<file path="config.mk">
export PLATFORM = sky130hd
export DESIGN_NAME = hotspot_pos_ctrl
export DESIGN_NICKNAME = d
export VERILOG_FILES = /design/src/rtl/hotspot_pos_ctrl.sv
export SDC_FILE = /design/constraint.sdc
export NUM_CORES = 1
export LEC_CHECK = 0
export CORE_MARGIN = 2
export CORE_UTILIZATION = 30
export CTS_CLUSTER_DIAMETER = 120
export DETAILED_ROUTE_END_ITERATION = 8
export SLEW_MARGIN = 20
export SYNTH_ARGS = -nofsm -noshare
export SYNTH_HDL_FRONTEND = slang
export SYNTH_SLANG_ARGS = --single-unit
export TNS_END_PERCENT = 5
</file>
<file path="constraint.sdc">
create_clock -name clk_pix -period 15.42 [get_ports clk_pix]
set_input_delay 3.084 -clock clk_pix [delete_from_list [all_inputs] [get_ports clk_pix]]
set_output_delay 3.084 -clock clk_pix [all_outputs]
set_load 0.05 [all_outputs]
</file>
<file path="src/rtl/hotspot_pos_ctrl.sv">
// Hotspot overlay position sequencer. It averages blocks of localisation samples and clamps the result to the panel.
// The new position is committed only at frame start, and the hotspot is blanked when samples stop arriving.
module hotspot_pos_ctrl #(
    parameter int AVG_LOG2       = 2,
    parameter int H_RES          = 480,
    parameter int V_RES          = 272,
    parameter int DEADBAND       = 2,
    parameter int TIMEOUT_FRAMES = 30
) (
    input  logic        clk_pix,
    input  logic        rst,
    input  logic        in_valid,
    output logic        in_ready,
    input  logic [31:0] in_x,
    input  logic [31:0] in_y,
    input  logic        frame_vs,
    output logic        pos_ena,
    output logic [31:0] pos_x,
    output logic [31:0] pos_y,
    output logic        hotspot_on,
    output logic        busy
);

    typedef enum logic [1:0] {ACCUM, WAIT_FRAME, COMMIT} state_t;

    localparam logic [AVG_LOG2:0]  CNT_LAST = (AVG_LOG2 + 1)'((1 << AVG_LOG2) - 1);
    localparam logic signed [39:0] X_MAX    = 40'(H_RES);
    localparam logic signed [39:0] Y_MAX    = 40'(V_RES);
    localparam logic signed [32:0] DB_LIM   = 33'(DEADBAND);
    localparam logic [7:0]         T_MAX    = 8'(TIMEOUT_FRAMES);

    state_t state, state_nx;

    logic                  rdy_en;
    logic                  vs_q, vs_qq, fs;
    logic signed [39:0]    sum_x, sum_y, sum_x_nx, sum_y_nx, avg_x, avg_y;
    logic [AVG_LOG2:0]     cnt;
    logic [31:0]           ax_q, ay_q, ax_cl, ay_cl;
    logic [7:0]            frame_cnt, frame_inc;
    logic                  accept, block_done, do_update;
    logic signed [32:0]    dx, dy, adx, ady;

    always_comb begin
        in_ready   = rdy_en && (state == ACCUM);
        busy       = (state != ACCUM);
        fs         = vs_q && !vs_qq;
        accept     = in_ready && in_valid;
        block_done = accept && (cnt == CNT_LAST);

        sum_x_nx = sum_x + $signed({{8{in_x[31]}}, in_x});
        sum_y_nx = sum_y + $signed({{8{in_y[31]}}, in_y});
        avg_x    = sum_x_nx >>> AVG_LOG2;
        avg_y    = sum_y_nx >>> AVG_LOG2;

        ax_cl = (avg_x < 0) ? '0 : (avg_x > X_MAX) ? X_MAX[31:0] : avg_x[31:0];
        ay_cl = (avg_y < 0) ? '0 : (avg_y > Y_MAX) ? Y_MAX[31:0] : avg_y[31:0];

        // Both operands are already clamped non-negative, so a zero-extended difference is exact.
        dx  = $signed({1'b0, ax_q}) - $signed({1'b0, pos_x});
        dy  = $signed({1'b0, ay_q}) - $signed({1'b0, pos_y});
        adx = dx[32] ? -dx : dx;
        ady = dy[32] ? -dy : dy;
        do_update = !hotspot_on || (adx > DB_LIM) || (ady > DB_LIM);

        frame_inc = (frame_cnt == T_MAX) ? T_MAX : frame_cnt + 8'd1;

        state_nx = state;
        case (state)
            ACCUM:      if (block_done) state_nx = WAIT_FRAME;
            WAIT_FRAME: if (fs)         state_nx = COMMIT;
            COMMIT:                     state_nx = ACCUM;
            default:                    state_nx = ACCUM;
        endcase
    end

    always_ff @(posedge clk_pix or posedge rst) begin
        if (rst) begin
            state      <= ACCUM;
            rdy_en     <= 1'b0;
            vs_q       <= 1'b0;
            vs_qq      <= 1'b0;
            sum_x      <= '0;
            sum_y      <= '0;
            cnt        <= '0;
            ax_q       <= '0;
            ay_q       <= '0;
            frame_cnt  <= '0;
            pos_ena    <= 1'b0;
            pos_x      <= '0;
            pos_y      <= '0;
            hotspot_on <= 1'b0;
        end else begin
            state   <= state_nx;
            rdy_en  <= 1'b1;
            vs_q    <= frame_vs;
            vs_qq   <= vs_q;
            pos_ena <= 1'b0;

            // A frame start that launches a commit must not blank the hotspot it is about to refresh.
            if (fs && state != COMMIT) begin
                frame_cnt <= frame_inc;
                if (frame_inc == T_MAX && state != WAIT_FRAME)
                    hotspot_on <= 1'b0;
            end

            case (state)
                ACCUM: begin
                    if (block_done) begin
                        sum_x <= '0;
                        sum_y <= '0;
                        cnt   <= '0;
                        ax_q  <= ax_cl;
                        ay_q  <= ay_cl;
                    end else if (accept) begin
                        sum_x <= sum_x_nx;
                        sum_y <= sum_y_nx;
                        cnt   <= cnt + 1'b1;
                    end
                end
                COMMIT: begin
                    if (do_update) begin
                        pos_x   <= ax_q;
                        pos_y   <= ay_q;
                        pos_ena <= 1'b1;
                    end
                    hotspot_on <= 1'b1;
                    frame_cnt  <= '0;
                end
                default: ;
            endcase
        end
    end

endmodule

</file>
Word-level counts from Yosys, hierarchy flattened
Cells that the tools add are included.

cells by class
  multiplexer cells = 23
  order comparisons = 6
  equal/unequal tests = 9
  reductions and logical operators = 20
  $add $sub $neg = 8

operators with widths
  kind                                                                    number
  40-bit 2-to-1 mux                                                       4
  32-bit 2-to-1 mux                                                       4
  40-bit by 32-bit adder with 40-bit output                               2
  38-bit by 10-bit > comparator with 1-bit output, second input constant  2
  38-bit by 1-bit < comparator with 1-bit output, second input constant   2
  33-bit by 3-bit > comparator with 1-bit output, second input constant   2
  33-bit 2-to-1 mux                                                       2
  33-bit negation                                                         2
  32-bit by 32-bit subtractor with 33-bit output                          2
  8-bit 2-to-1 mux                                                        3
  8-bit by 5-bit equality test with 1-bit output, second input constant   2
  2-bit AND reduction                                                     5
  8-bit by 1-bit adder with 8-bit output, second input constant           1
  2-bit nonzero test                                                      4
  1-bit logical AND                                                       6
  3-bit 2-to-1 mux                                                        2
  2-bit inequality test, second input constant                            3
  1-bit 2-to-1 mux                                                        5
  2-bit 2-to-1 mux                                                        2
  2-bit case mux with 2 select lines                                      1
  3-bit by 1-bit adder with 3-bit output, second input constant           1
  3-bit by 2-bit equality test with 1-bit output, second input constant   1
  2-bit by 1-bit equality test with 1-bit output, second input constant   1
  2-bit equality test, second input constant                              1
  other kinds (4)                                                         6

word-level totals
  output and inout bits = 68
  bits in registers = 226
  word-level logic and storage cells = 80
  input bits = 68

Logic depth before layout (Yosys ltp)
Gate-level depths: netlist of the first run.

  word-level depth = 8
  gate-level depth with buffers = 19
  depth with buffers taken out = 18

Least setup slack after synthesis of the first run
No wires, ideal clock.

  path kind = in2reg
  from = in in_y[0]
  to = reg ay_q[6]
  cell stages on the path = 16
  buffers on the path = 0
  slack = 8,246 ps
  data required time = 15,352 ps
  data arrival time = 7,106 ps
  path through = ha_1 > inv_1 > fa_1 > nor2b_1 > o21ai_0 > a21boi_0 > o31ai_1 > a2111oi_0 > o2111ai_1 > a41oi_1 > or4_1 > and3_1 > or4b_2 > nor4_2 > nand4b_1 > nand2_1

between the ends
  longest elaborated chain between the ends = 4

ends and longest elaborated chain
  item                                             line  RTL
  start: declaration                               15    input logic [31:0] in_y,
  40-bit by 32-bit adder with 40-bit output *      51    sum_y_nx = sum_y + $signed({{8{in_y[31]}}, in_y});
  38-bit by 10-bit > comparator with 1-bit output  56    ay_cl = (avg_y < 0) ? '0 : (avg_y > Y_MAX) ? Y_MAX[31:0] : avg_y[31:0];
  32-bit 2-to-1 mux                                56
  32-bit 2-to-1 mux *                              56
  end signal: assignment                           113   ay_q <= ay_cl;
  end: declaration                                 38    logic [31:0] ax_q, ay_q, ax_cl, ay_cl;

Mark *: on every way between the ends. The rest lies on a longest branch, timed or not.
A chain may end at the register's enable or synchronous reset.

Worst setup path in the final report of the first run
Same ends and word-level chain as after synthesis.

==> summary.log, run 1 <==
[status] outcome finished, final reports clean
[critical_path] critical path class in -> reg
[floorplanning] floorplan die height 258 um
[finish] fill cell count 6552
[floorplanning] initial core utilization 30.5%
[global_routing] met1 capacity usage during global routing 23.2%
[clock_tree] total of cells resized after clock tree synthesis 0
[clock_tree] number of H-tree levels 1
[finish] fraction of layout cells with a size suffix above 1 6.74%
[synthesis] share of synthesized area spent on multiplexers 5.23%
[synthesis] cell types with the highest counts after synthesis dfrtp_1, nand2_1, a21oi_1
[floorplanning] area of the die 66400 sq um
[power] internal power summed over all cells 2370 uW
[clock_tree] CTS Buf Count 30
[synthesis] Synth Area in Compound Gates 25.5%
[floorplanning] IO Pins 136
[route] count of TritonRoute iterations in the first routing pass 5
[finish] count of non-filler cells in the finished layout 3206
[route] residual antenna-violating net count after detailed routing 0
[synthesis] Post-Syn Area 19300 sq um
[critical_path] crit-path max FO 9
[synthesis] Yosys Warn Count 0
[clock_tree] clock tree from TritonCTS yes
[clock_tree] CTS clk-pin slew, worst paths 0.06 ns
[synthesis] dominant combinational cell family by area after synthesis compound AO/OA/AOI/OAI gates
[route] violation count after the first detailed-route iteration 1110
[route] Routed Wire Length 56200 um
[synthesis] most area-consuming cells after synthesis dfrtp_1, ha_1, a21oi_1
[synthesis] area share of the largest cell type after synthesis 29.3%
[power] switching share of total power 48.4%
[power] share of power burned in the clock network 16.8%
[timing] Total Negative Setup Slacks 0 ns
[power] combinational power share 65.5%
[place] Post-Place Cells 3151
[synthesis] total of flip-flops plus latches after synthesis 226
[clock_tree] root buffer cell clkbuf_16
[route] Routed wire per std cell 17.5 um
[global_routing] global-route usage over all layers 16.6%
[critical_path] endpoint class of the critical path flop
[global_routing] met3 Use GR 2.44%
[timing] Fin Clk Skew 0.0304 ns
[floorplanning] number of standard-cell rows in the floorplan 92
[global_routing] grt total ovfl 0
[timing] Worst Max-Slew Pin Slew 0.906 ns
[timing] Max Transition Viols Final 0
[timing] Max Clock Freq 128 MHz
[synthesis] library cell with the highest instance count after synthesis dfrtp_1
[synthesis] post-synthesis share of cell area spent on xor and xnor gates 4.95%
[route] Vias 17600
[timing] unrepaired setup endpoints after global routing false
[clock_tree] sinks on the clock net 226
[finish] ant diodes 0
[global_routing] initial antenna violation count 0
[synthesis] sequential cell area fraction in the yosys report 29.3%
[clock_tree] number of buffers between clock root and the deepest sink 3
[global_routing] maximum number of pins on one net before global-route repair 105
[synthesis] adder and majority cell fraction of the synthesized area 10.0%
[critical_path] arrival time of the worst setup path 8.32 ns
[global_routing] most utilized layer in the global route result met2
[job] Max Cap Violations 0
[place] gpl congestion 0.888
[synthesis] FFs w/ async S/R, synth 100%
[clock_tree] clock network latency to the later pin of the worst-skew pair 0.60 ns
[synthesis] mean post-synth cell area 8.60 sq um
[synthesis] post-synth cell types 100
[timing] Final Hold Viols 0
[place] Port Buffer Count 135
[global_routing] met2 capacity usage during global routing 27.0%
[place] detailed-placement wirelength estimate 42700 um
[floorplanning] die width 258 um
[finish] utilization after layout 35.6%
[critical_path] critical path required time 15.95 ns
[clock_tree] number of buffers inserted by hold repair at cts 0
[synthesis] Synthesized Nets 2463
[floorplanning] CORE AREA 63300 sq um
[timing] slew margin rel. 38.0%
[route] Post-route DRC 0
[global_routing] global-route wire length before repair 92100 um
[power] part of the total power dissipated in sequential elements 17.7%
[timing] clock period minus final worst setup slack 7.79 ns
[power] reported leakage power 0.0102 uW
[finish] area delta synth->final 16.8%
[route] via-per-instance ratio 5.49
[finish] net count reported at finish 2557
[power] maximum VDD drop 0.0000907 V
[synthesis] simple-gate area share of the yosys netlist 20.6%
[timing] setup-violating endpoint count in the final report 0
[power] net load switching power 2220 uW
[clock_tree] setup repair bufs after CTS 0
[synthesis] most instantiated flip-flop cell in the synthesis netlist dfrtp_1
[power] Pwr per Cell Area 203 nW/um^2
[synthesis] number of flops mapped to enable cells by yosys 0
[synthesis] largest area contributor in the netlist dfrtp_1
[synthesis] Post-Synthesis Cells 2243
[timing] Period Utilization, post-route 50.5%
[global_routing] number of global-route vias before repair 17200
[critical_path] startpoint type of the worst setup path input pin
[hold_path] Hold/Removal Path Class reg -> reg
## routing by layer
metal | wire length, um | vias up
li1 | - | 8595
met1 | 27100 | 8519
met2 | 25500 | 409
met3 | 2590 | 65
met4 | 1060 | 0
met5 | 0 | -
## cells in the final DEF (no fill, tap or decap), drive strengths merged, types with 14 or more instances in the layout
cell type	count
dfrtp	226
nand2	165
a21oi	159
ha	148
clkdlybuf4s50	135
nor2	135
o21ai	131
inv	123
and2	75
xnor2	71
mux2	71
a21o	66
nor3	65
nand3	53
a22o	46
nand4	40
clkbuf	39
xor2	38
a31oi	31
nor4	31
nand2b	29
and3	28
nor2b	26
o211ai	26
o21a	25
o31ai	23
a211oi	23
or3	20
mux2i	18
o21bai	16
and4	16
or4	16
o211a	15
or2	14
## cells by family after synthesis
kind of cell / after synthesis
AO/OA/AOI/OAI: 712
buffers and inverters: 206
multiplexers: 89
adder cells (fa/ha/maj): 152
AND/OR/NAND/NOR: 748
XOR/XNOR: 109
flip-flops: 226
other: 1
## area by class of cell
cell class | count | area [sq um] | share of cell area [%]
Clock buffer | 39 | 855 | 3.79
Timing Repair Buffer | 146 | 1430 | 6.36
Tap cell | 846 | 1060 | 4.70
Clock inverter | 16 | 249 | 1.10
Inverter | 122 | 465 | 2.07
Sequential cell | 226 | 5660 | 25.1
Multi-Input combinational cell | 1811 | 12800 | 56.9
## state kept, by name (all words and copies together), names as in the netlist
signal and cells:
pos_x 32, cnt 3, pos_ena 1, state 2, ay_q 32, rdy_en 1, vs_q 1, frame_cnt 8
hotspot_on 1, vs_qq 1, ax_q 32, sum_y 40, sum_x 40, pos_y 32
## power by group through the flow
stage	sequential [uW]	clock [uW]	combinational, uW
3_5_place_dp	820	0	2960
5_1_grt	830	820	3320
6_report	813	769	3000
3_3_place_gp	818	0	2930
2_1_floorplan	834	0	2230
4_1_cts	813	798	2980
## critical path, cell delays in order
cell and delay (ns):
clkdlybuf4s50_1 0.46, ha_1 0.16, inv_1 0.05, fa_1 0.40
nor2b_1 0.13, o21ai_0 0.11, a21boi_0 0.31, o31ai_1 0.11
buf_4 0.17, a2111oi_1 0.74, o2111ai_1 0.25, a41oi_1 0.40
or4_1 0.16, and3_1 0.15, or4b_2 0.61, nor4_2 0.74
nand4b_1 0.19, nand2_1 0.11
## path summary, 6_finish.rpt
check                                    startpoint                     to  slack [ns]  depth (start not counted)
worst min register to register       vs_q$_DFF_PP0_        vs_qq$_DFF_PP0_        0.41                          0
worst max-delay path                        in_y[0]    ay_q[6]$_DFFE_PP0P_        7.63                         18
min in group asynchronous                       rst   sum_y[4]$_DFFE_PP0P_        3.02                          2
worst min-delay path                 vs_q$_DFF_PP0_        vs_qq$_DFF_PP0_        0.41                          0
worst max register to register  ay_q[0]$_DFFE_PP0P_  pos_x[17]$_DFFE_PP0P_        9.37                         18
max in group asynchronous                       rst  pos_x[10]$_DFFE_PP0P_       10.27                          4
## metrics by stage
| stage | hold WS (ns) | power (uW) | setup WS (ns) | area [sq um] |
|---|---|---|---|---|
| after global placement | 0.387 | 3750 | 7.03 | 21400 |
| after detailed placement | 0.386 | 3780 | 6.88 | 21400 |
| after floorplan | 0.368 | 3060 | 6.14 | 19300 |
| final | 0.412 | 4580 | 7.63 | 22500 |
| after global routing | 0.425 | 4970 | 7.26 | 22500 |
| after CTS | 0.412 | 4590 | 7.52 | 22500 |
No activity file was read; power rests on OpenSTA's default activity.
==> run 2: changes to the inputs <==
clock period = 7.2 ns   (was 15.42 ns; I/O delays follow)
==> run 2 against run 1 <==
  * Sequential share of layout area rose by 0.10 points
  * Sequential power rose by 110%
  * Count of clock-buffer cells in the layout fell by 3
  * Largest power group unchanged
==> summary.log, run 2 (synthesized netlist as in run 1, its figures left out) <==
[status] outcome finished, final reports clean
[place] Post-Place Cells 3149 [-0.063%]
[route] residual antenna-violating net count after detailed routing 0 [unchanged]
[route] count of TritonRoute iterations in the first routing pass 5 [unchanged]
[floorplanning] initial core utilization 30.5% [unchanged]
[hold_path] start point of the worst min-delay path vs_q$_DFF_PP0_
[route] violation count after the first detailed-route iteration 1132 [+2.0%]
[critical_path] Crit path buffers/inverters 3 [unchanged]
[timing] Fin Clk Skew 0.0139 ns [-0.0165 ns]
[finish] Non-Filler Cell Area, Final 22400 sq um [-0.41%]
[clock_tree] CTS clk-pin slew, worst paths 0.06 ns [about the same]
[clock_tree] root buffer cell clkbuf_16
[global_routing] maximum number of pins on one net before global-route repair 147 [+40%]
[clock_tree] total of cells resized after clock tree synthesis 0 [unchanged]
[global_routing] number of global-route vias before repair 17700 [+2.8%]
[critical_path] critical path class in -> reg
[route] Routed Wire Length 56800 um [+0.98%]
[critical_path] crit path launch in_y[0]
[timing] clock period minus final worst setup slack 6.11 ns
[job] Max Cap Violations 0 [unchanged]
[timing] Total Negative Setup Slacks 0 ns [unchanged]
[clock_tree] sinks on the clock net 226 [unchanged]
[route] Post-route DRC 0 [unchanged]
[timing] Worst Max-Slew Pin Slew 1.05 ns [+0.144 ns]
[clock_tree] number of buffers inserted by hold repair at cts 0 [unchanged]
[finish] area delta synth->final 16.3%
[timing] slew margin rel. 30.0% [-8.0 points]
[finish] fill cell count 6524 [-0.43%]
[finish] highest-count cells in the layout ignoring fill and taps dfrtp_1, nand2_1, a21oi_1, ha_1, clkdlybuf4s50_1
[clock_tree] clock network latency to the later pin of the worst-skew pair 0.59 ns [about the same]
[floorplanning] die width 258 um [unchanged]
[critical_path] critical path required time 7.72 ns [-8.23 ns]
[critical_path] cell-by-cell trace of the critical path clkdlybuf4s50_1 -> ha_1 -> inv_1 -> fa_1 -> nor2b_1 -> o21ai_0 -> a21boi_0 -> o31ai_1 -> a2111oi_0 -> buf_4 -> o2111ai_1 -> a31oi_1 -> or2_2 -> mux2i_1 -> or4b_2 -> nor4_2 -> nand4_1 -> nand2_1
[finish] count of non-filler cells in the finished layout 3203 [-0.094%]
[critical_path] Slowest-stage cell, CP nor4_2
[critical_path] Worst R2R Path Depth 18 [unchanged]
[place] cell area after placement 21400 sq um [about the same]
[critical_path] R2R Path Start ay_q[0]$_DFFE_PP0P_
[place] gpl congestion 0.880 [-0.86%]
[finish] FF/Latch Area 5660 sq um [unchanged]
[route] Vias 17600 [+0.028%]
[critical_path] crit-path max FO 9 [unchanged]
[finish] largest registers ranked by flip-flop count sum_x (40), sum_y (40)
[route] Routed wire per std cell 17.7 um [+1.1%]
[floorplanning] CORE AREA 63300 sq um [unchanged]
[floorplanning] floorplan die height 258 um [unchanged]
[critical_path] flop2flop setup slack 1.16 ns [-8.21 ns]
[hold_path] end point of the worst hold path vs_qq$_DFF_PP0_
[power] reported leakage power 0.0101 uW [-0.39%]
[timing] Period Utilization, post-route 84.9%
[finish] net count reported at finish 2554 [-0.12%]
[global_routing] global-route usage over all layers 16.9% [+0.36 points]
[clock_tree] CTS Buf Count 29 [-3.3%]
[timing] Max Clock Freq 164 MHz
[timing] Final Hold Viols 0 [unchanged]
[critical_path] startpoint type of the worst setup path input pin
[floorplanning] number of standard-cell rows in the floorplan 92 [unchanged]
[power] Pwr per Cell Area 434 nW/um^2 [+110%]
[critical_path] arrival time of the worst setup path 6.64 ns [-1.68 ns]
[timing] setup-violating endpoint count in the final report 0 [unchanged]
[finish] area of the multi-input gates 12800 sq um [about the same]
[hold_path] Hold Crit Depth 0 [unchanged]
[floorplanning] area of the die 66400 sq um [unchanged]
[critical_path] end of the worst register-to-register path pos_x[25]$_DFFE_PP0P_
[floorplanning] IO Pins 136 [unchanged]
[finish] fraction of layout cells with a size suffix above 1 6.49% [-0.25 points]
[place] Port Buffer Count 135 [unchanged]
[power] Final Power 9740 uW [+110%]
[clock_tree] number of buffers between clock root and the deepest sink 3 [unchanged]
[global_routing] grt total ovfl 0 [unchanged]
[power] maximum VDD drop 0.000217 V [+140%]
[timing] Max Transition Viols Final 0 [unchanged]
[critical_path] Worst path max stage delay 0.74 ns [about the same]
[hold_path] Hold/Removal Path Class reg -> reg
[finish] most frequent standard cell in the layout excluding fill and tap cells dfrtp_1
[finish] ant diodes 0 [unchanged]
[clock_tree] clock tree from TritonCTS yes
[clock_tree] number of H-tree levels 1 [unchanged]
[clock_tree] setup repair bufs after CTS 0 [unchanged]
[timing] unrepaired setup endpoints after global routing false
[place] detailed-placement wirelength estimate 42900 um [+0.58%]
[critical_path] Crit path max-delay family simple AND/OR/NAND/NOR gates
[global_routing] initial antenna violation count 0 [unchanged]
[critical_path] endpoint class of the critical path flop
[route] via-per-instance ratio 5.49 [+0.12%]
[global_routing] global-route wire length before repair 94200 um [+2.3%]
run 2: layer usage:
layer / GRT usage [%] / part of all wire, %
met2: 27.9 / 46
met4: 2.92 / 1.6
met5: 0 / 0
met3: 2.30 / 4.2
met1: 23.8 / 49
run 2: worst max-delay path by stage:
stage	end	slack (ns)	depth (start not counted)
final	ay_q[5]$_DFFE_PP0P_	1.09	18
after global routing	pos_x[25]$_DFFE_PP0P_	0.69	18
after CTS	pos_x[25]$_DFFE_PP0P_	1.15	18
after detailed placement	ay_q[6]$_DFFE_PP0P_	0.58	18
after global placement	ay_q[5]$_DFFE_PP0P_	0.75	18
after floorplan	ay_q[6]$_DFFE_PP0P_	1.67	16
run 2: cell type report:
| cell class | count | share of cell area [%] |
|---|---|---|
| tap | 846 | 4.72 |
| inverter | 122 | 2.06 |
| sequential | 226 | 25.2 |
| clock inverter | 18 | 1.10 |
| clock buffer | 36 | 3.44 |
| timing repair buffer | 144 | 6.38 |
| multi-input combinational | 1811 | 57.1 |
run 2: through the flow:
| step | worst slack [ns] | util (%) | hold WS, ns |
|---|---|---|---|
| floorplan | 1.67 | - | 0.368 |
| global placement | 0.750 | 33.8 | 0.395 |
| detailed placement | 0.578 | 33.8 | 0.388 |
| CTS | 1.15 | 35.5 | 0.415 |
| global route | 0.693 | 35.5 | 0.429 |
| finish | 1.09 | 35.5 | 0.413 |
run 2: report_power, final:
group          total (uW)  internal (uW)  leakage (uW)  switching (uW)
registers            1740           1550       0.00300             188
clock network        1570            946      0.000503             625
logic                6430           2480       0.00662            3950
total                9740           4980        0.0101            4760
